## config.mk

```make
export PLATFORM = sky130hd
export DESIGN_NAME = alu_frame_parser
export DESIGN_NICKNAME = d
export VERILOG_FILES = /design/src/rtl/alu_pkg.sv /design/src/rtl/alu_frame_parser.sv
export SDC_FILE = /design/constraint.sdc
export NUM_CORES = 1
export LEC_CHECK = 0
export CORE_AREA = 2 2 149 151
export DETAILED_ROUTE_END_ITERATION = 10
export DIE_AREA = 0 0 151 153
export SYNTH_ARGS = -nofsm -noshare
export SYNTH_HDL_FRONTEND = slang
export SYNTH_SLANG_ARGS = --single-unit
```

## constraint.sdc

```tcl
create_clock -name clk_i -period 5.9 [get_ports clk_i]
set_input_delay 1.18 -clock clk_i [delete_from_list [all_inputs] [get_ports clk_i]]
set_output_delay 1.18 -clock clk_i [all_outputs]
set_load 0.02 [all_outputs]
```

## src/rtl/alu_pkg.sv

```systemverilog
// Shared opcodes, parser states and header rules for the ALU frame front end.
// Imported by the UART-side frame parser.
package alu_pkg;

    localparam logic [7:0]  OP_ECHO   = 8'hEC;
    localparam logic [7:0]  OP_ADD    = 8'hA0;
    localparam logic [7:0]  OP_MUL    = 8'hA1;
    localparam logic [7:0]  OP_DIV    = 8'hA2;
    localparam logic [15:0] HDR_BYTES = 16'd4;

    typedef enum logic [2:0] {
        S_OPCODE,
        S_RSVD,
        S_LEN_LO,
        S_LEN_HI,
        S_PAYLOAD,
        S_DROP
    } state_t;

    // Arithmetic frames must carry a whole, nonempty set of 32-bit operands.
    function automatic logic hdr_ok(
        input logic [7:0]  op,
        input logic [15:0] len,
        input logic [15:0] max_len
    );
        logic echo;
        logic arith;
        logic len_ok;
        echo   = (op == OP_ECHO);
        arith  = (op == OP_ADD) || (op == OP_MUL) || (op == OP_DIV);
        len_ok = (len >= HDR_BYTES) && (len <= max_len);
        return len_ok &&
               (echo || (arith && (len > HDR_BYTES) && (len[1:0] == 2'b00)));
    endfunction

endpackage

```

## src/rtl/alu_frame_parser.sv

```systemverilog
// Splits the uart_rx byte stream into ALU frame headers and packed
// little-endian payload words; malformed frames are swallowed with an error pulse.
module alu_frame_parser
    import alu_pkg::*;
#(
    parameter logic [15:0] MAX_LEN = 16'd1024
) (
    input  logic        clk_i,
    input  logic        rst_i,
    input  logic [7:0]  in_data_i,
    input  logic        in_valid_i,
    output logic        in_ready_o,
    output logic        hdr_valid_o,
    output logic [7:0]  hdr_op_o,
    output logic [15:0] hdr_len_o,
    output logic [31:0] word_data_o,
    output logic [2:0]  word_bytes_o,
    output logic        word_last_o,
    output logic        word_valid_o,
    input  logic        word_ready_i,
    output logic        err_o
);

    state_t      state;
    logic [7:0]  op_q;
    logic [7:0]  len_lo_q;
    logic [15:0] rem_q;
    logic [1:0]  lane_q;
    logic [31:0] buf_q;
    logic        rdy_q;

    logic        take;
    logic [15:0] len_w;
    logic [15:0] rem_nx;
    logic [31:0] buf_nx;
    logic        final_b;
    logic        word_done;
    logic        good;

    // One bubble per emitted word keeps the packer free of a skid buffer.
    assign in_ready_o = rdy_q & ~word_valid_o;
    assign take       = in_valid_i & in_ready_o;
    assign len_w      = {in_data_i, len_lo_q};
    assign rem_nx     = rem_q - 16'd1;
    assign final_b    = (rem_q == 16'd1);
    assign word_done  = (lane_q == 2'd3) || final_b;
    assign good       = hdr_ok(op_q, len_w, MAX_LEN);

    always_comb begin
        buf_nx = buf_q;
        buf_nx[{lane_q, 3'b000} +: 8] = in_data_i;
    end

    always_ff @(posedge clk_i or posedge rst_i) begin
        if (rst_i) begin
            state        <= S_OPCODE;
            op_q         <= 8'd0;
            len_lo_q     <= 8'd0;
            rem_q        <= 16'd0;
            lane_q       <= 2'd0;
            buf_q        <= 32'd0;
            rdy_q        <= 1'b0;
            hdr_valid_o  <= 1'b0;
            hdr_op_o     <= 8'd0;
            hdr_len_o    <= 16'd0;
            word_data_o  <= 32'd0;
            word_bytes_o <= 3'd0;
            word_last_o  <= 1'b0;
            word_valid_o <= 1'b0;
            err_o        <= 1'b0;
        end else begin
            rdy_q       <= 1'b1;
            hdr_valid_o <= 1'b0;
            err_o       <= 1'b0;
            if (word_valid_o && word_ready_i) begin
                word_valid_o <= 1'b0;
            end
            if (take) begin
                unique case (state)
                    S_OPCODE: begin
                        op_q  <= in_data_i;
                        state <= S_RSVD;
                    end
                    S_RSVD: begin
                        state <= S_LEN_LO;
                    end
                    S_LEN_LO: begin
                        len_lo_q <= in_data_i;
                        state    <= S_LEN_HI;
                    end
                    S_LEN_HI: begin
                        rem_q  <= len_w - HDR_BYTES;
                        lane_q <= 2'd0;
                        buf_q  <= 32'd0;
                        if (good) begin
                            hdr_valid_o <= 1'b1;
                            hdr_op_o    <= op_q;
                            hdr_len_o   <= len_w;
                            state <= (len_w == HDR_BYTES) ? S_OPCODE
                                                          : S_PAYLOAD;
                        end else begin
                            err_o <= 1'b1;
                            state <= (len_w > HDR_BYTES) ? S_DROP
                                                         : S_OPCODE;
                        end
                    end
                    S_PAYLOAD: begin
                        rem_q <= rem_nx;
                        if (word_done) begin
                            word_data_o  <= buf_nx;
                            word_bytes_o <= {1'b0, lane_q} + 3'd1;
                            word_last_o  <= final_b;
                            word_valid_o <= 1'b1;
                            buf_q        <= 32'd0;
                            lane_q       <= 2'd0;
                        end else begin
                            buf_q  <= buf_nx;
                            lane_q <= lane_q + 2'd1;
                        end
                        if (final_b) begin
                            state <= S_OPCODE;
                        end
                    end
                    S_DROP: begin
                        rem_q <= rem_nx;
                        if (final_b) begin
                            state <= S_OPCODE;
                        end
                    end
                    default: begin
                        state <= S_OPCODE;
                    end
                endcase
            end
        end
    end

endmodule
```

* After elaboration in Yosys (flattened, before gate mapping) *
Index checks and enable logic that the tools add are counted.
W data, S select, Z words.

word-level totals
  register bits = 133
  input bits = 12
  output and inout port bits = 64

cells by class
  add/sub/neg operators = 5
  $lt $le $gt $ge = 3
  eq/ne operators = 13
  shift-type cells = 2
  muxes and demuxes = 21
  bitwise gates (word level) = 3
  reductions and logical operators = 21

operators by type and width
  cell                      number
  $pmux W32 S2              1
  $bwmux W32                1
  $eq A8 B8 Y1 const B      4
  $mux W32                  1
  $pmux W16 S2              1
  $shift A8 B7 Y32 const A  1
  $shiftx A8 B7 Y32         1
  $eq A16 B1 Y1 const B     1
  $eq A16 B3 Y1 const B     1
  $ge A16 B3 Y1 const B     1
  $gt A16 B3 Y1 const B     1
  $le A16 B11 Y1 const B    1
  $sub A16 B1 Y16 const B   1
  $sub A16 B3 Y16 const B   1
  $pmux W3 S5               1
  $mux W3                   4
  $mux W1                   10
  $reduce_and A2 Y1         5
  $neg A5 Y7                1
  $eq A3 B2 Y1 const B      2
  $eq A3 B3 Y1 const B      2
  $reduce_and A3 Y1         2
  $logic_and A1 B1 Y1       5
  $logic_or A1 B1 Y1        4
  other kinds (13)          15

* Longest topological paths before layout *
Gate-level depths: netlist (run 1).

  depth after elaboration = 10
  gate-level depth with buffers = 8
  depth with buffers taken out = 7

* Worst setup path after synthesis (run 1) *
Ideal clock, no wire load.

  path kind = input to register
  start point = input port in_data_i[0]
  end point = register hdr_len_o[0]
  setup time = 0.125 ns
  arrival = 3.163 ns
  required time = 5.775 ns
  slack = 2.612 ns
  cell stages on the path = 7
  path through = clkbuf_1 -> nor4_2 -> nand2_1 -> o31a_1 -> o211ai_2 -> buf_2 -> mux2_2

between the ends
  word-level cells in the longest chain between the ends = 6
  elaborated cells between the ends (all ways) = 9

ends and longest elaborated chain
  element                               RTL line                text
  start: declaration                    alu_frame_parser.sv:10  input logic [7:0] in_data_i,
  $gt A16 B3 Y1                         alu_pkg.sv:33           (echo || (arith && (len > HDR_BYTES) && (len[1:0] == 2'b00)));
  $logic_and A1 B1 Y1 (2 in series)     alu_pkg.sv:33
  $logic_or A1 B1 Y1                    alu_pkg.sv:33
  $logic_and A1 B1 Y1 *                 alu_pkg.sv:32           return len_ok &&
  $reduce_and A3 Y1 (no source line) *  --
  end signal: assignment                alu_frame_parser.sv:98  hdr_len_o <= len_w;
  end: declaration                      alu_frame_parser.sv:15  output logic [15:0] hdr_len_o,

Every way passes the cells marked *; elsewhere a longest branch is shown, timed or not.
A chain may end at the register's enable or synchronous reset.

* Final worst setup path (run 1) *
  start point = input port in_data_i[0]
  end point = register hdr_op_o[3]

between the ends
  word-level cells in the longest chain between the ends = 6
  elaborated cells between the ends (all ways) = 9

ends and longest elaborated chain
  element                               RTL line                text
  $gt A16 B3 Y1                         alu_pkg.sv:33
  $logic_and A1 B1 Y1 (2 in series)     alu_pkg.sv:33
  $logic_or A1 B1 Y1                    alu_pkg.sv:33
  $logic_and A1 B1 Y1 *                 alu_pkg.sv:32
  $reduce_and A3 Y1 (no source line) *  --
  end signal: assignment                alu_frame_parser.sv:97  hdr_op_o <= op_q;
  end: declaration                      alu_frame_parser.sv:14  output logic [7:0] hdr_op_o,

Marked as above.

==> results of run 1 <==
==> cell usage in the layout, fill, tap and decap left out, types with 3 or more instances in the layout <==
cell type        netlist  routed
nand4b_1               3       3
clkbuf_16              0      17
a22o_1                49      49
clkdlybuf4s50_1        0      75
o32ai_1                3       3
ha_1                  11      11
inv_1                 20      19
nand2b_1               4       4
or4_1                  3       3
xor2_1                 4       4
buf_4                  1       8
o2bb2ai_1              9       9
bufinv_16              0       4
a21oi_1               40      40
xnor2_1                6       6
inv_6                  0       5
or2_2                  4       4
dfrtp_1              133     133
nand3_1                7       7
nor2b_1               25      25
o21ai_0               36      36
nand2_1               53      53
nand3b_1               4       4
nor3_1                11      11
o22ai_1                5       5
nor3b_1                3       3
nor2_1                49      48
and3_1                 4       4
mux2_2                31      31
and2_1                 6       6
==> metrics by stage <==
stage	total power [W]	instance area, um^2	setup WS, ns
after global routing	0.00385	7990	1.73
final	0.00361	7990	1.97
after floorplan	0.00212	6370	1.17
after CTS	0.00365	7990	1.98
after global placement	0.00247	7350	1.60
after detailed placement	0.00248	7350	1.54
==> sequential cells by signal, summed over array words and instances (netlist names) <==
signal,cells
buf_q,32
word_data_o,32
hdr_len_o,16
rem_q,16
hdr_op_o,8
len_lo_q,8
op_q,8
state,3
word_bytes_o,3
lane_q,2
err_o,1
hdr_valid_o,1
rdy_q,1
word_last_o,1
word_valid_o,1
==> how the worst min path moves through the flow <==
| stage | start | to | slack, ns | cells past startpoint |
|---|---|---|---|---|
| 2_1_floorplan | buf_q[10]$_DFFE_PP0P_ | buf_q[10]$_DFFE_PP0P_ | 0.45 | 2 |
| 3_3_place_gp | hdr_op_o[7]$_DFFE_PP0P_ | hdr_op_o[7]$_DFFE_PP0P_ | 0.46 | 1 |
| 3_5_place_dp | hdr_op_o[7]$_DFFE_PP0P_ | hdr_op_o[7]$_DFFE_PP0P_ | 0.46 | 1 |
| 4_1_cts | hdr_op_o[5]$_DFFE_PP0P_ | hdr_op_o[5]$_DFFE_PP0P_ | 0.47 | 1 |
| 5_1_grt | hdr_op_o[7]$_DFFE_PP0P_ | hdr_op_o[7]$_DFFE_PP0P_ | 0.50 | 1 |
| 6_report | hdr_op_o[5]$_DFFE_PP0P_ | hdr_op_o[5]$_DFFE_PP0P_ | 0.46 | 1 |
==> per-layer routing <==
| metal | up-vias | wire [um] | GRT usage [%] |
|---|---|---|---|
| met5 | - | 0 | 0 |
| met4 | 0 | 118 | 3.29 |
| met3 | 11 | 707 | 3.91 |
| met2 | 108 | 7970 | 23.5 |
| met1 | 2375 | 7820 | 21.1 |
| li1 | 2315 | - | - |
==> final cells by class <==
class | instances | area, um^2 | share of cell area (%)
clock buffers | 19 | 443 | 5.54
multi-input cells | 419 | 2790 | 34.9
repair buffers | 83 | 811 | 10.1
flip-flops and latches | 133 | 3330 | 41.7
clock inverters | 13 | 193 | 2.41
well taps | 280 | 350 | 4.38
inverters | 20 | 77.6 | 0.971
==> cell families after synthesis <==
logic type	count (synthesis)	share of synthesized area (%)
AOI/OAI and AO/OA	169	18.6
adders and majority gates	11	2.16
and+or+nand+nor	196	15.9
xor gates and xnor gates	10	1.37
other	1	0.0588
muxes	32	5.63
DFF	133	52.2
buffers and inverters	58	4.08
==> power by group through the flow <==
stage	combinational (W)	clock, W	sequential, W
2_1_floorplan	0.000724	0	0.00140
3_3_place_gp	0.00109	0	0.00138
3_5_place_dp	0.00110	0	0.00138
4_1_cts	0.00111	0.00117	0.00137
5_1_grt	0.00122	0.00122	0.00141
6_report	0.00110	0.00115	0.00137
==> results.sh, run 1 <==
export IMPL_max_clock_freq_mhz=255
export IMPL_die_h_um=153
export IMPL_worst_ir_drop_vdd_mv=0.278
export IMPL_diodes=0
export IMPL_yosysMostFrequentCell="dfrtp_1"
export IMPL_syn_inst=610
export IMPL_yosysTopAreaCell="dfrtp_1"
export IMPL_drc_errors=0
export IMPL_cts_buffers=17
export IMPL_cp_required_ns=6.21
export IMPL_synth_seq_cells=133
export IMPL_grt_pass1_wl_mm=27.2
export IMPL_grt_max_degree=62
export IMPL_clock_sinks=133
export IMPL_vias_per_cell=4.97
export IMPL_hold_ws_ns=0.465
export IMPL_port_buffers=75
export IMPL_syn_avg_cell_area_um2=10.4
export IMPL_cp_start_kind="primary input"
export IMPL_fill_cells=2159
export IMPL_crit_type="in -> reg"
export IMPL_layout_cells_non_filler=967
export IMPL_drive_gt1_share_pct=13.2
export IMPL_vias=4809
export IMPL_r2r_end="word_bytes_o[1]$_DFFE_PP0P_"
export IMPL_crit_slowest_cell="nor4_2"
export IMPL_path_max_fanout=15
export IMPL_setup_viol=0
export IMPL_root_buffer="clkbuf_16"
export IMPL_endpoint_kind="flop"
export IMPL_core_area_um2=21500
export IMPL_p_leak_nw=3.42
export IMPL_clock_path_buffers=2
export IMPL_synth_warning_count=0
export IMPL_cp_startpoint="in_data_i[0]"
export IMPL_setup_tns_ns=0
export IMPL_syn_nets=633
export IMPL_antenna_found_initial=0
export IMPL_grt_overflow_total=0
export IMPL_die_w_um=151
export IMPL_htreeDepth=4
export IMPL_seq_power_share_pct=37.9
export IMPL_drv_slew=0
export IMPL_drtIter0Drc=352
export IMPL_fin_skew_ns=0.0135
export IMPL_cts_resized=0
export IMPL_synth_common_cells="dfrtp_1 (133), nand2_1 (53), a22o_1 (49), nor2_1 (49), a21oi_1 (40)"
export IMPL_ys_flop_type="dfrtp_1"
export IMPL_r2r_start="rem_q[7]$_DFFE_PP0P_"
export IMPL_combPwrFrac_pct=30.4
export IMPL_max_stage_delay_ns=0.73
export IMPL_cp_num_buf_inv=2
export IMPL_synth_edf_count=0
export IMPL_dieArea_um2=23100
export IMPL_min_period_ns=3.93
export IMPL_grt_pass1_vias=4862
export IMPL_insertion_delay_ns=0.43
export IMPL_yosys_top_cells_area="dfrtp_1 (52%), a22o_1 (6.7%), mux2_2 (5.5%)"
export IMPL_first_pass_iters=5
export IMPL_max_cap_viol_count=0
export IMPL_rrSetupSlack_ns=2.23
export IMPL_placementRows=54
export IMPL_reg2reg_depth=5
export IMPL_hp_class="reg -> reg"
export IMPL_rsz0062_at_grt="false"
export IMPL_cts_hold_buf=0
export IMPL_p_switching_w=0.00124
export IMPL_place_congestion=0.821
export IMPL_clkPwrFrac_pct=31.7
export IMPL_ys_async_sr_fraction_pct=100
export IMPL_hold_viol_final=0
export IMPL_wl_per_cell_um=17.2
export IMPL_io_pins=76
export IMPL_syn_area_um2=6370
export IMPL_crit_family="buffers and inverters"
export IMPL_dp_hpwl_mm=11.2
export IMPL_finalNetCount=697
export IMPL_routed_wl_mm=16.6
export IMPL_worstSetupPathDepth=7
export IMPL_worst_slew_pin_slew_ns=1.02
export IMPL_p_int_w=0.00237
export IMPL_synth_seq_area_share_pct=52.2
export IMPL_cp_cell_sequence="clkdlybuf4s50_1, nor4_2, nand2_1, o31a_1, o211ai_2, buf_4, mux2_2"
export IMPL_clkTransAtPathRegs_ns=0.06
export IMPL_fin_util_pct=37.2
export IMPL_dp_cells=935
export IMPL_cp_data_arrival_time_ns=4.23
export IMPL_start_util_pct=29.7
export IMPL_crit_end="hdr_op_o[3]$_DFFE_PP0P_"
export IMPL_grt_usage_pct=15.1
export IMPL_swShare_pct=34.5
export IMPL_cts_tree="yes"
export IMPL_outcome="completed"
export IMPL_post_cts_buffers=0
export IMPL_synth_distinct_cells=65
export IMPL_drtAntennaViolNets=0
export IMPL_syn_to_final_growth_pct=25.4
export IMPL_powerDensity_nw_per_um2=452
export IMPL_period_share_pct=66.5
export IMPL_maxSlewHeadroom_pct=31.9
export IMPL_synth_top_cell_area_share_pct=52.2
(Power assumes the default switching activity.)
==> inputs of run 2 (changes only) <==
==> constraint.sdc (replaced) <==
create_clock -name clk_i -period 3.3 [get_ports clk_i]
set_input_delay 0.66 -clock clk_i [delete_from_list [all_inputs] [get_ports clk_i]]
set_output_delay 0.66 -clock clk_i [all_outputs]
set_load 0.02 [all_outputs]
==> run 2 against run 1 <==
Compared with the run above:
- setup slack worse by 1.3 ns
- worst hold slack improved by 0.0050 ns
- wire length up 0.69%
- flip-flop and latch count did not move
- highest routed layer unchanged
- largest cell class unchanged
- non-clock buffer count up 26
- largest power group unchanged
- via count rose by 3.0%
- first-iteration DRC count decreased by 7.7%
- combinational power grew 85%
- sequential power increased by 77%
- clock-buffer cell count stayed put
==> results.sh, run 2 (same netlist as run 1, synthesis figures left out) <==
export IMPL_endpoint_kind="flop"
export IMPL_cts_resized=0
export IMPL_grt_usage_pct=15.2
export IMPL_clock_path_buffers=2
export IMPL_core_area_um2=21500
export IMPL_cp_data_arrival_time_ns=2.97
export IMPL_dp_hpwl_mm=11.2
export IMPL_outcome="completed"
export IMPL_hold_viol_final=0
export IMPL_fin_util_pct=38.0
export IMPL_root_buffer="clkbuf_16"
export IMPL_vias=4951
export IMPL_worst_ir_drop_vdd_mv=0.596
export IMPL_period_share_pct=80.7
export IMPL_place_ws_ns=0.366
export IMPL_routed_wl_mm=16.7
export IMPL_powerDensity_nw_per_um2=778
export IMPL_syn_to_final_growth_pct=28.1
export IMPL_drtIter0Drc=325
export IMPL_port_buffers=75
export IMPL_setup_viol=0
export IMPL_cp_num_buf_inv=1
export IMPL_antenna_found_initial=0
export IMPL_min_period_ns=2.66
export IMPL_grt_max_degree=41
export IMPL_clock_sinks=133
export IMPL_maxSlewHeadroom_pct=50.2
export IMPL_hp_class="reg -> reg"
export IMPL_htreeDepth=4
export IMPL_grt_overflow_total=0
export IMPL_path_max_fanout=24
export IMPL_cts_buffers=17
export IMPL_finalNetCount=723
export IMPL_fin_skew_ns=0.0145
export IMPL_final_cell_mix="dfrtp_1 (133), clkdlybuf4s50_1 (75), nand2_1 (53)"
export IMPL_first_pass_iters=5
export IMPL_cts_tree="yes"
export IMPL_crit_type="reg -> reg"
export IMPL_max_clock_freq_mhz=376
export IMPL_p_leak_nw=3.53
export IMPL_rrSetupSlack_ns=0.64
export IMPL_rsz0062_at_grt="false"
export IMPL_diodes=0
export IMPL_wl_per_cell_um=16.9
export IMPL_cp_required_ns=3.60
export IMPL_dieArea_um2=23100
export IMPL_cp_cell_sequence="or4_4, or4_1, o21a_1, buf_4, a22o_1"
export IMPL_post_cts_buffers=0
export IMPL_vias_per_cell=4.99
export IMPL_drtAntennaViolNets=0
export IMPL_crit_slowest_cell="or4_1"
export IMPL_cts_hold_buf=0
export IMPL_drive_gt1_share_pct=16.4
export IMPL_grt_pass1_vias=4917
export IMPL_crit_family="simple AND/OR/NAND/NOR gates"
export IMPL_die_w_um=151
export IMPL_grt_pass1_wl_mm=27.2
export IMPL_max_stage_delay_ns=0.60
export IMPL_clkTransAtPathRegs_ns=0.06
export IMPL_drv_slew=0
export IMPL_biggestRegsByFlops="buf_q x32, word_data_o x32"
export IMPL_place_congestion=0.778
export IMPL_drc_errors=0
export IMPL_die_h_um=153
export IMPL_worst_slew_pin_slew_ns=0.746
export IMPL_layout_commonest_cell="dfrtp_1"
export IMPL_insertion_delay_ns=0.43
export IMPL_max_cap_viol_count=0
export IMPL_placementRows=54
export IMPL_io_pins=76
export IMPL_timing_final_ws_setup_ns=0.638
export IMPL_start_util_pct=29.7
export IMPL_setup_tns_ns=0
export IMPL_cp_start_kind="flop"
## run 2: cell types whose count changed in the layout (fill, tap and decap cells not counted), moves of 2 or more
cell,previous run,this run
buf_12,0,2
inv_6,5,3
bufinv_16,4,2
buf_4,8,32
clkinvlp_4,2,5
## run 2: stage by stage
step	total power (W)	instances	cell area [um^2]	hold slack, ns
5_1_grt	0.00676	993	8170	0.492
2_1_floorplan	0.00379	610	6380	0.450
6_report	0.00635	993	8170	0.470
3_5_place_dp	0.00447	961	7580	0.457
4_1_cts	0.00640	993	8170	0.472
3_3_place_gp	0.00444	961	7580	0.455
## run 2: worst paths after layout
check / start / end / cells past startpoint
max: rem_q[7]$_DFFE_PP0P_ / buf_q[5]$_DFFE_PP0P_ / 5
max in group asynchronous: rst_i / rem_q[7]$_DFFE_PP0P_ / 3
min in group asynchronous: rst_i / buf_q[15]$_DFFE_PP0P_ / 2
max reg2reg: rem_q[7]$_DFFE_PP0P_ / buf_q[5]$_DFFE_PP0P_ / 5
min reg2reg: hdr_op_o[5]$_DFFE_PP0P_ / hdr_op_o[5]$_DFFE_PP0P_ / 1
min: hdr_op_o[5]$_DFFE_PP0P_ / hdr_op_o[5]$_DFFE_PP0P_ / 1
## run 2: power by group
group	leakage [nW]	internal (W)	switching, W
Combinational	1.47	0.000920	0.00111
Sequential	1.78	0.00207	0.000364
Clock	0.278	0.00114	0.000747
Total	3.53	0.00413	0.00222
## run 2: worst reg2reg max path, cell delays in order, from the launching register on
cell,delay (ns)
dfrtp_1,0.44
or4_4,0.58
or4_1,0.60
o21a_1,0.41
buf_4,0.30
a22o_1,0.22
## run 2: per-layer routing
layer	vias to the layer above	wire length, um	share of wire, %	track usage, %
met2	106	7900	47	23.7
met3	18	605	3.6	3.52
met1	2464	7970	48	20.9
met4	0	256	1.5	4.67
li1	2363	-	-	-
met5	-	0	0	0
## run 2: layout make-up
cell class / count / area, um^2
Sequential cell: 133 / 3330
Clock buffer: 19 / 443
Tap cell: 280 / 350
Inverter: 20 / 78.8
Fill cell: 2177 / 13300
Timing Repair Buffer: 109 / 1030
Multi-Input combinational cell: 419 / 2790
Clock inverter: 13 / 146
==> inputs of run 3 (changes only) <==
==> constraint.sdc (replaced) <==
create_clock -name clk_i -period 2.3 [get_ports clk_i]
set_input_delay 0.46 -clock clk_i [delete_from_list [all_inputs] [get_ports clk_i]]
set_output_delay 0.46 -clock clk_i [all_outputs]
set_load 0.02 [all_outputs]
==> run 3 against run 2 <==
Compared with the run above:
- the run now ends with setup timing left
- flip-flop and latch count unchanged
- sequential share of layout area decreased by 2.3 points
- global-route usage increased by 1.1 points
- power increased by 49%
- combinational power increased by 62%
- fmax increased by 11%
- first-iteration DRC count increased by 8.0%
- critical endpoint is now rem_q[15]$_DFFE_PP0P_
- largest cell class unchanged
==> results.sh, run 3 (same netlist as run 1, synthesis figures left out) <==
export IMPL_p_int_w=0.00608
export IMPL_max_stage_delay_ns=0.56
export IMPL_clkPwrFrac_pct=28.9
export IMPL_rrSetupSlack_ns=-0.09
export IMPL_dieArea_um2=23100
export IMPL_powerDensity_nw_per_um2=1100
export IMPL_die_h_um=153
export IMPL_crit_type="reg -> reg"
export IMPL_clkTransAtPathRegs_ns=0.07
export IMPL_placementRows=54
export IMPL_wl_per_cell_um=17.4
export IMPL_cp_data_arrival_time_ns=2.75
export IMPL_seq_power_share_pct=36.4
export IMPL_min_period_ns=2.39
export IMPL_max_clock_freq_mhz=418
export IMPL_io_pins=76
export IMPL_drive_gt1_share_pct=21.3
export IMPL_setup_viol=23
export IMPL_vias_per_cell=4.93
export IMPL_max_cap_viol_count=0
export IMPL_p_switching_w=0.00339
export IMPL_final_cell_mix="dfrtp_1 (133), clkdlybuf4s50_1 (75), buf_4 (57)"
export IMPL_cp_num_buf_inv=0
export IMPL_drtAntennaViolNets=0
export IMPL_syn_to_final_growth_pct=35.7
export IMPL_cts_buffers=17
export IMPL_diodes=0
export IMPL_antenna_found_initial=0
export IMPL_hold_viol_final=0
export IMPL_die_w_um=151
export IMPL_vias=5066
export IMPL_root_buffer="clkbuf_16"
export IMPL_dp_hpwl_mm=12.1
export IMPL_routed_wl_mm=17.9
export IMPL_finalNetCount=758
export IMPL_setup_tns_ns=-0.568
export IMPL_drtIter0Drc=351
export IMPL_violations="setup timing"
export IMPL_biggestRegsByFlops="buf_q x32, word_data_o x32"
export IMPL_maxSlewHeadroom_pct=65.1
export IMPL_endpoint_kind="flop"
export IMPL_grt_usage_pct=16.2
export IMPL_hp_class="reg -> reg"
export IMPL_first_pass_iters=4
export IMPL_grt_pass1_vias=5293
export IMPL_htreeDepth=4
export IMPL_cp_cell_sequence="or4_4, or4_4, or4_4, a21oi_2, a2bb2oi_2"
export IMPL_core_area_um2=21500
export IMPL_crit_family="simple AND/OR/NAND/NOR gates"
export IMPL_place_congestion=0.844
export IMPL_clock_path_buffers=2
export IMPL_worst_ir_drop_vdd_mv=0.595
export IMPL_drc_errors=0
export IMPL_cp_required_ns=2.66
export IMPL_period_share_pct=104
export IMPL_layout_commonest_cell="dfrtp_1"
export IMPL_cts_tree="yes"
export IMPL_grt_pass1_wl_mm=29.3
export IMPL_clock_sinks=133
export IMPL_cp_start_kind="flop"
export IMPL_fin_skew_ns=0.00878
export IMPL_grt_overflow_total=0
export IMPL_crit_slowest_cell="or4_4"
export IMPL_combPwrFrac_pct=34.8
export IMPL_rsz0062_at_grt="true"
export IMPL_finalPower_w=0.00947
export IMPL_timing_final_ws_setup_ns=-0.0906
export IMPL_worst_slew_pin_slew_ns=0.523
export IMPL_hold_ws_ns=0.473
export IMPL_start_util_pct=29.7
export IMPL_port_buffers=75
export IMPL_path_max_fanout=5
export IMPL_grt_max_degree=84
export IMPL_drv_slew=0
export IMPL_outcome="finished, violations left"
export IMPL_insertion_delay_ns=0.43
export IMPL_swShare_pct=35.8
export IMPL_cts_hold_buf=0
export IMPL_p_leak_nw=3.82
export IMPL_path_common_cell="or4_4"
run 3: layout make-up:
class / count / area (um^2)
Clock buffer: 17 / 425
Clock inverter: 15 / 164
Fill cell: 2126 / 12800
Inverter: 20 / 78.8
Multi-Input combinational cell: 419 / 2870
Sequential cell: 133 / 3330
Tap cell: 280 / 350
Timing Repair Buffer: 144 / 1430
run 3: stage by stage:
stage / area, um^2 / instances / setup WS (ns) / utilization (%)
final: 8650 / 1028 / -0.0906 / 40.3
after global routing: 8650 / 1028 / -0.137 / 40.3
after CTS: 8590 / 1027 / -0.0825 / 40.0
after detailed placement: 7950 / 991 / -0.297 / 37.0
after global placement: 7950 / 991 / -0.262 / 37.0
after floorplan: 6480 / 610 / -0.0239 / -
run 3: worst reg2reg max path: stages, from the launching register on:
cell	delay [ns]
dfrtp_1	0.38
or4_4	0.54
or4_4	0.56
or4_4	0.53
a21oi_2	0.17
a2bb2oi_2	0.14
run 3: routing by layer:
layer  vias to the layer above  wire, um  track usage (%)
met5                         -         0                0
met4                         0       193             4.05
met3                        19       791             4.03
met2                       117      8840             26.5
met1                      2496      8100             21.7
li1                       2434         -                -
run 3: power groups by stage:
stage	registers [W]	clock network (W)	logic, W
2_1_floorplan	0.00359	0	0.00187
3_3_place_gp	0.00346	0	0.00316
3_5_place_dp	0.00347	0	0.00319
4_1_cts	0.00344	0.00279	0.00324
5_1_grt	0.00354	0.00291	0.00363
6_report	0.00345	0.00273	0.00329
run 3: path summary, 6_finish.rpt:
check | to | cells past startpoint | start
max | rem_q[15]$_DFFE_PP0P_ | 5 | rem_q[10]$_DFFE_PP0P_
min | hdr_op_o[5]$_DFFE_PP0P_ | 1 | hdr_op_o[5]$_DFFE_PP0P_
max reg2reg | rem_q[15]$_DFFE_PP0P_ | 5 | rem_q[10]$_DFFE_PP0P_
min reg2reg | hdr_op_o[5]$_DFFE_PP0P_ | 1 | hdr_op_o[5]$_DFFE_PP0P_
max in group asynchronous | buf_q[17]$_DFFE_PP0P_ | 3 | rst_i
min in group asynchronous | rdy_q$_DFF_PP0_ | 3 | rst_i
run 3: what timing repair did:
item	CTS	global route
gates cloned	1	1
setup buffers	3	0
gates resized for setup	2	6
pin swaps	2	4
endpoints found under the setup margin	14	45
==> RTL edit 1: new RTL, flow settings as in run 2 <==
Encoding of `state_t`: now one-hot (6 bits for 6 states).
--- a/src/rtl/alu_pkg.sv
+++ b/src/rtl/alu_pkg.sv
@@ -8,13 +8,13 @@
     localparam logic [7:0]  OP_DIV    = 8'hA2;
     localparam logic [15:0] HDR_BYTES = 16'd4;
 
-    typedef enum logic [2:0] {
-        S_OPCODE,
-        S_RSVD,
-        S_LEN_LO,
-        S_LEN_HI,
-        S_PAYLOAD,
-        S_DROP
+    typedef enum logic [5:0] {
+        S_OPCODE  = 6'b000001,
+        S_RSVD    = 6'b000010,
+        S_LEN_LO  = 6'b000100,
+        S_LEN_HI  = 6'b001000,
+        S_PAYLOAD = 6'b010000,
+        S_DROP    = 6'b100000
     } state_t;
 
     // Arithmetic frames must carry a whole, nonempty set of 32-bit operands.
Function: same outputs for any inputs over 10 cycles, from zero or initial values and one cycle with rst_i high; not proved beyond that.
==> RTL edit 1 against run 2 <==
First-iteration DRC count is 5.5% higher. Setup slack lost 0.021 ns. Sequential cell count up 3. Synthesized cell count grew 1.1%. Count of clock-buffer cells in the layout rose by 2. Die area unchanged. Combinational power down 39%. Synthesized area grew 1.1%. Total power is 14% lower. Design area up 1.0%. Sequential share of layout area up 0.50 points. Wire length barely moved. Critical endpoint is now buf_q[31]$_DFFE_PP0P_. Largest power group unchanged.
==> RTL edit 1: results <==
[outcome]
status = "complete, no violations"

[timing]
drv_slew = 0
finClkSkew_ns = 0.009536
tns_ns = 0
max_slew_margin = 0.2107

[synth]
synth_nets = 640
ys_top_cells_by_area = "dfrtp_1 (52%), a22o_1 (4.6%), o21ai_0 (4.4%), nor2b_1 (4.2%), mux2_2 (3.8%)"
async_flop_share = 1.000
synth_warnings = 0
yosysSeqAreaShare = 0.5283
syn_area_per_cell_um2 = 10.44
yosysUniqueCellTypes = 59
synth_commonest_cells = "dfrtp_1 (135), nand2_1 (60), o21ai_0 (57)"

[placement]
post-place-ws_ns = 0.2047
post_dp_cell_area_um2 = 7625
post-dp-hpwl_um = 11190
dpl.cell_count = 961
io_buffers = 75
place.gp.congestion = 0.8098

[clock_network]
h-tree-depth = 4
clk_latency_ns = 0.42
cts_buffer_depth = 2
cts_resized = 0
cts_buffers = 17
root_buffer = "clkbuf_16"

[pwr]
p_leak_nw = 3.559
pg_seq_mw = 2.22
comb_power_share = 0.226
swShare = 0.3228
peakVddDrop_uv = 364.1
power_density_nw_per_um2 = 661.2

[grt]
grt_pass1_wl_um = 26990
antenna_found_initial = 1
grt_max_degree = 69
first_global_vias = 4882
track_usage = 0.1523

[layout]
nets = 723
final-instance-count-excl-fill = 993
drive_gt1_frac = 0.1489

[setup_path]
r2r_cells = 6
critPathMaxFanout = 10
arrival_ns = 3.04

[drt]
drtIter0Drc = 343
wirelength_um = 16740
dr.pass1.iters = 4
viasPerCell = 4.944
[RTL edit 1: worst max-delay path, cell delays in order (launching register included)]
cell and delay, ns:
dfrtp_1 0.44, nor4_1 0.44, nand3b_1 0.27, nor2_1 0.34
nand2b_1 0.35, o21ai_1 0.55, a22o_1 0.23
[RTL edit 1: path summary, 6_finish.rpt]
| path | start | slack, ns | endpoint |
|---|---|---|---|
| hold / removal | hdr_op_o[7]$_DFFE_PP0P_ | 0.46 | hdr_op_o[7]$_DFFE_PP0P_ |
| min in group asynchronous | rst_i | 0.68 | hdr_op_o[5]$_DFFE_PP0P_ |
| hold reg to reg | hdr_op_o[7]$_DFFE_PP0P_ | 0.46 | hdr_op_o[7]$_DFFE_PP0P_ |
| max in group asynchronous | rst_i | 1.92 | state[0]$_DFFE_PP1P_ |
| setup reg to reg | state[1]$_DFFE_PP0P_ | 0.62 | buf_q[31]$_DFFE_PP0P_ |
| setup / recovery | state[1]$_DFFE_PP0P_ | 0.62 | buf_q[31]$_DFFE_PP0P_ |
[RTL edit 1: layout make-up]
cell class,count,area [µm²]
timing repair buffer,102,991.0
fill,2128,13240
inverter,14,56.30
antenna,1,2.502
tap,280,350.3
clock inverter,10,142.6
sequential,136,3405
clock buffer,21,480.5
multi-input combinational,429,2823
[RTL edit 1: kinds of logic after synthesis]
kind of cell    after synthesis  synth area share
compound gates              171            0.1662
xor+xnor                     12           0.01631
fa+ha+maj                    11           0.02136
buf+inv                      52           0.03398
flops                       136            0.5284
mux                          35           0.06796
other cells                   1         0.0005820
simple gates                199            0.1652
[RTL edit 1: per-layer routing]
layer  global-route usage  vias up  wire, µm
met5                    0        -         0
met4              0.05429        0       250
met3              0.03821       14       685
met2               0.2251      106      7448
met1               0.2162     2435      8355
li1                     -     2354         -
==> RTL edit 2: new RTL, flow settings as in run 2 <==
Made on the original files. The parameter `MAX_LEN` goes from 16'd1024 to 16'd512.
--- a/src/rtl/alu_frame_parser.sv
+++ b/src/rtl/alu_frame_parser.sv
@@ -3,7 +3,7 @@
 module alu_frame_parser
     import alu_pkg::*;
 #(
-    parameter logic [15:0] MAX_LEN = 16'd1024
+    parameter logic [15:0] MAX_LEN = 16'd512
 ) (
     input  logic        clk_i,
     input  logic        rst_i,
Behaviour: not the same (a bounded check fails within 10 cycles, from zero or initial values and one cycle with rst_i high).
==> RTL edit 2 against run 2 <==
Sequential cell count is the same. Combinational power shrank 35%. Design area shrank 0.86%. Maximum frequency grew 0.46%. Core utilization shrank 0.33 points. Via count shrank 2.5%. Setup slack gained 0.012 ns. Wire length grew 0.95%. Total power shrank 13%. Synthesized area shrank 1.0%.
==> RTL edit 2: results <==
[outcome]
status = "complete, no violations"

[layout]
drive_gt1_frac = 0.1358
nets = 696

[synth]
yosysSeqAreaShare = 0.5276
synth_nets = 613
yosysUniqueCellTypes = 55
synth_commonest_cells = "dfrtp_1 (133), a22o_1 (65), nor2_1 (61)"

[grt]
grt_max_degree = 49
grt_pass1_wl_um = 26870
first_global_vias = 4696

[setup_path]
arrival_ns = 2.95
critPathMaxFanout = 16
worst_path_dominant_cell_family = "buffers and inverters"
cp_slowest_stage_delay_ns = 0.53
r2r_slack_ns = 0.69

[drt]
drtIter0Drc = 300
dr.pass1.iters = 4
wl_per_cell_um = 17.51
viasPerCell = 5.003

[pwr]
p_leak_nw = 3.503
p_sw_mw = 1.854
peakVddDrop_uv = 380.9

[placement]
place.gp.congestion = 0.8670
post-dp-hpwl_um = 11080

[timing]
worstMarginPinSlew_ns = 0.7702
finClkSkew_ns = 0.01245
## RTL edit 2: cell types whose count changed after synthesis, sizes merged, moves of 3 or more
cell and change:
nand2 -27, nor2b +18, a22o +16, o21ai -12
nor2 +11, inv -9, o2bb2ai -8, and2 -6
a21oi +5, nor4 +4, nor3 -3
## RTL edit 2: layout make-up
class                   instances  area [µm²]
fillers                      2155       13390
clock inverters                12       168.9
multi-input cells             408        2771
inverters                      11       45.04
well taps                     280       350.3
repair buffers                102       978.4
clock buffers                  19       452.9
flip-flops and latches        133        3328
## RTL edit 2: final timing paths
path / depth (start not counted) / start / to
min: 1 / hdr_op_o[5]$_DFFE_PP0P_ / hdr_op_o[5]$_DFFE_PP0P_
min in group asynchronous: 2 / rst_i / word_data_o[21]$_DFFE_PP0P_
min reg2reg: 1 / hdr_op_o[5]$_DFFE_PP0P_ / hdr_op_o[5]$_DFFE_PP0P_
max in group asynchronous: 3 / rst_i / rem_q[14]$_DFFE_PP0P_
max reg2reg: 8 / len_lo_q[2]$_DFFE_PP0P_ / hdr_op_o[3]$_DFFE_PP0P_
max: 7 / in_data_i[0] / hdr_op_o[6]$_DFFE_PP0P_
## RTL edit 2: layer usage
metal | global-route usage | up-vias | share of wire
met5 | 0 | - | 0
met2 | 0.2314 | 125 | 0.46
met3 | 0.03672 | 18 | 0.044
met1 | 0.2137 | 2377 | 0.48
li1 | - | 2308 | -
met4 | 0.04139 | 0 | 0.012
## RTL edit 2: power by group through the flow
stage	registers (mW)	clock network [mW]	logic, mW
3_5_place_dp	2.21	0	1.32
3_3_place_gp	2.21	0	1.31
6_report	2.19	2.01	1.32
4_1_cts	2.18	2.05	1.33
5_1_grt	2.24	2.13	1.47
2_1_floorplan	2.08	0	1.04
## RTL edit 2: metrics by stage
| stage | power (mW) | hold WS [ns] | setup slack (ns) | cells | instance area (µm²) |
|---|---|---|---|---|---|
| 3_5_place_dp | 3.531 | 0.4581 | 0.2275 | 934 | 7473 |
| 5_1_grt | 5.837 | 0.4836 | 0.5132 | 965 | 8095 |
| 2_1_floorplan | 3.119 | 0.4652 | 0.7994 | 590 | 6312 |
| 3_3_place_gp | 3.515 | 0.4543 | 0.2711 | 934 | 7473 |
| 6_report | 5.530 | 0.4731 | 0.6497 | 965 | 8095 |
| 4_1_cts | 5.564 | 0.4714 | 0.6718 | 965 | 8095 |
## RTL edit 2: cells by family after synthesis
family          after synthesis  share of synthesized area
simple gates                185                     0.1553
buf+inv                      49                    0.03352
other cells                   1                  0.0005944
mux                          32                    0.05712
flops                       133                     0.5276
fa+ha+maj                    11                    0.02182
xor+xnor                      8                    0.01111
compound gates              171                     0.1930
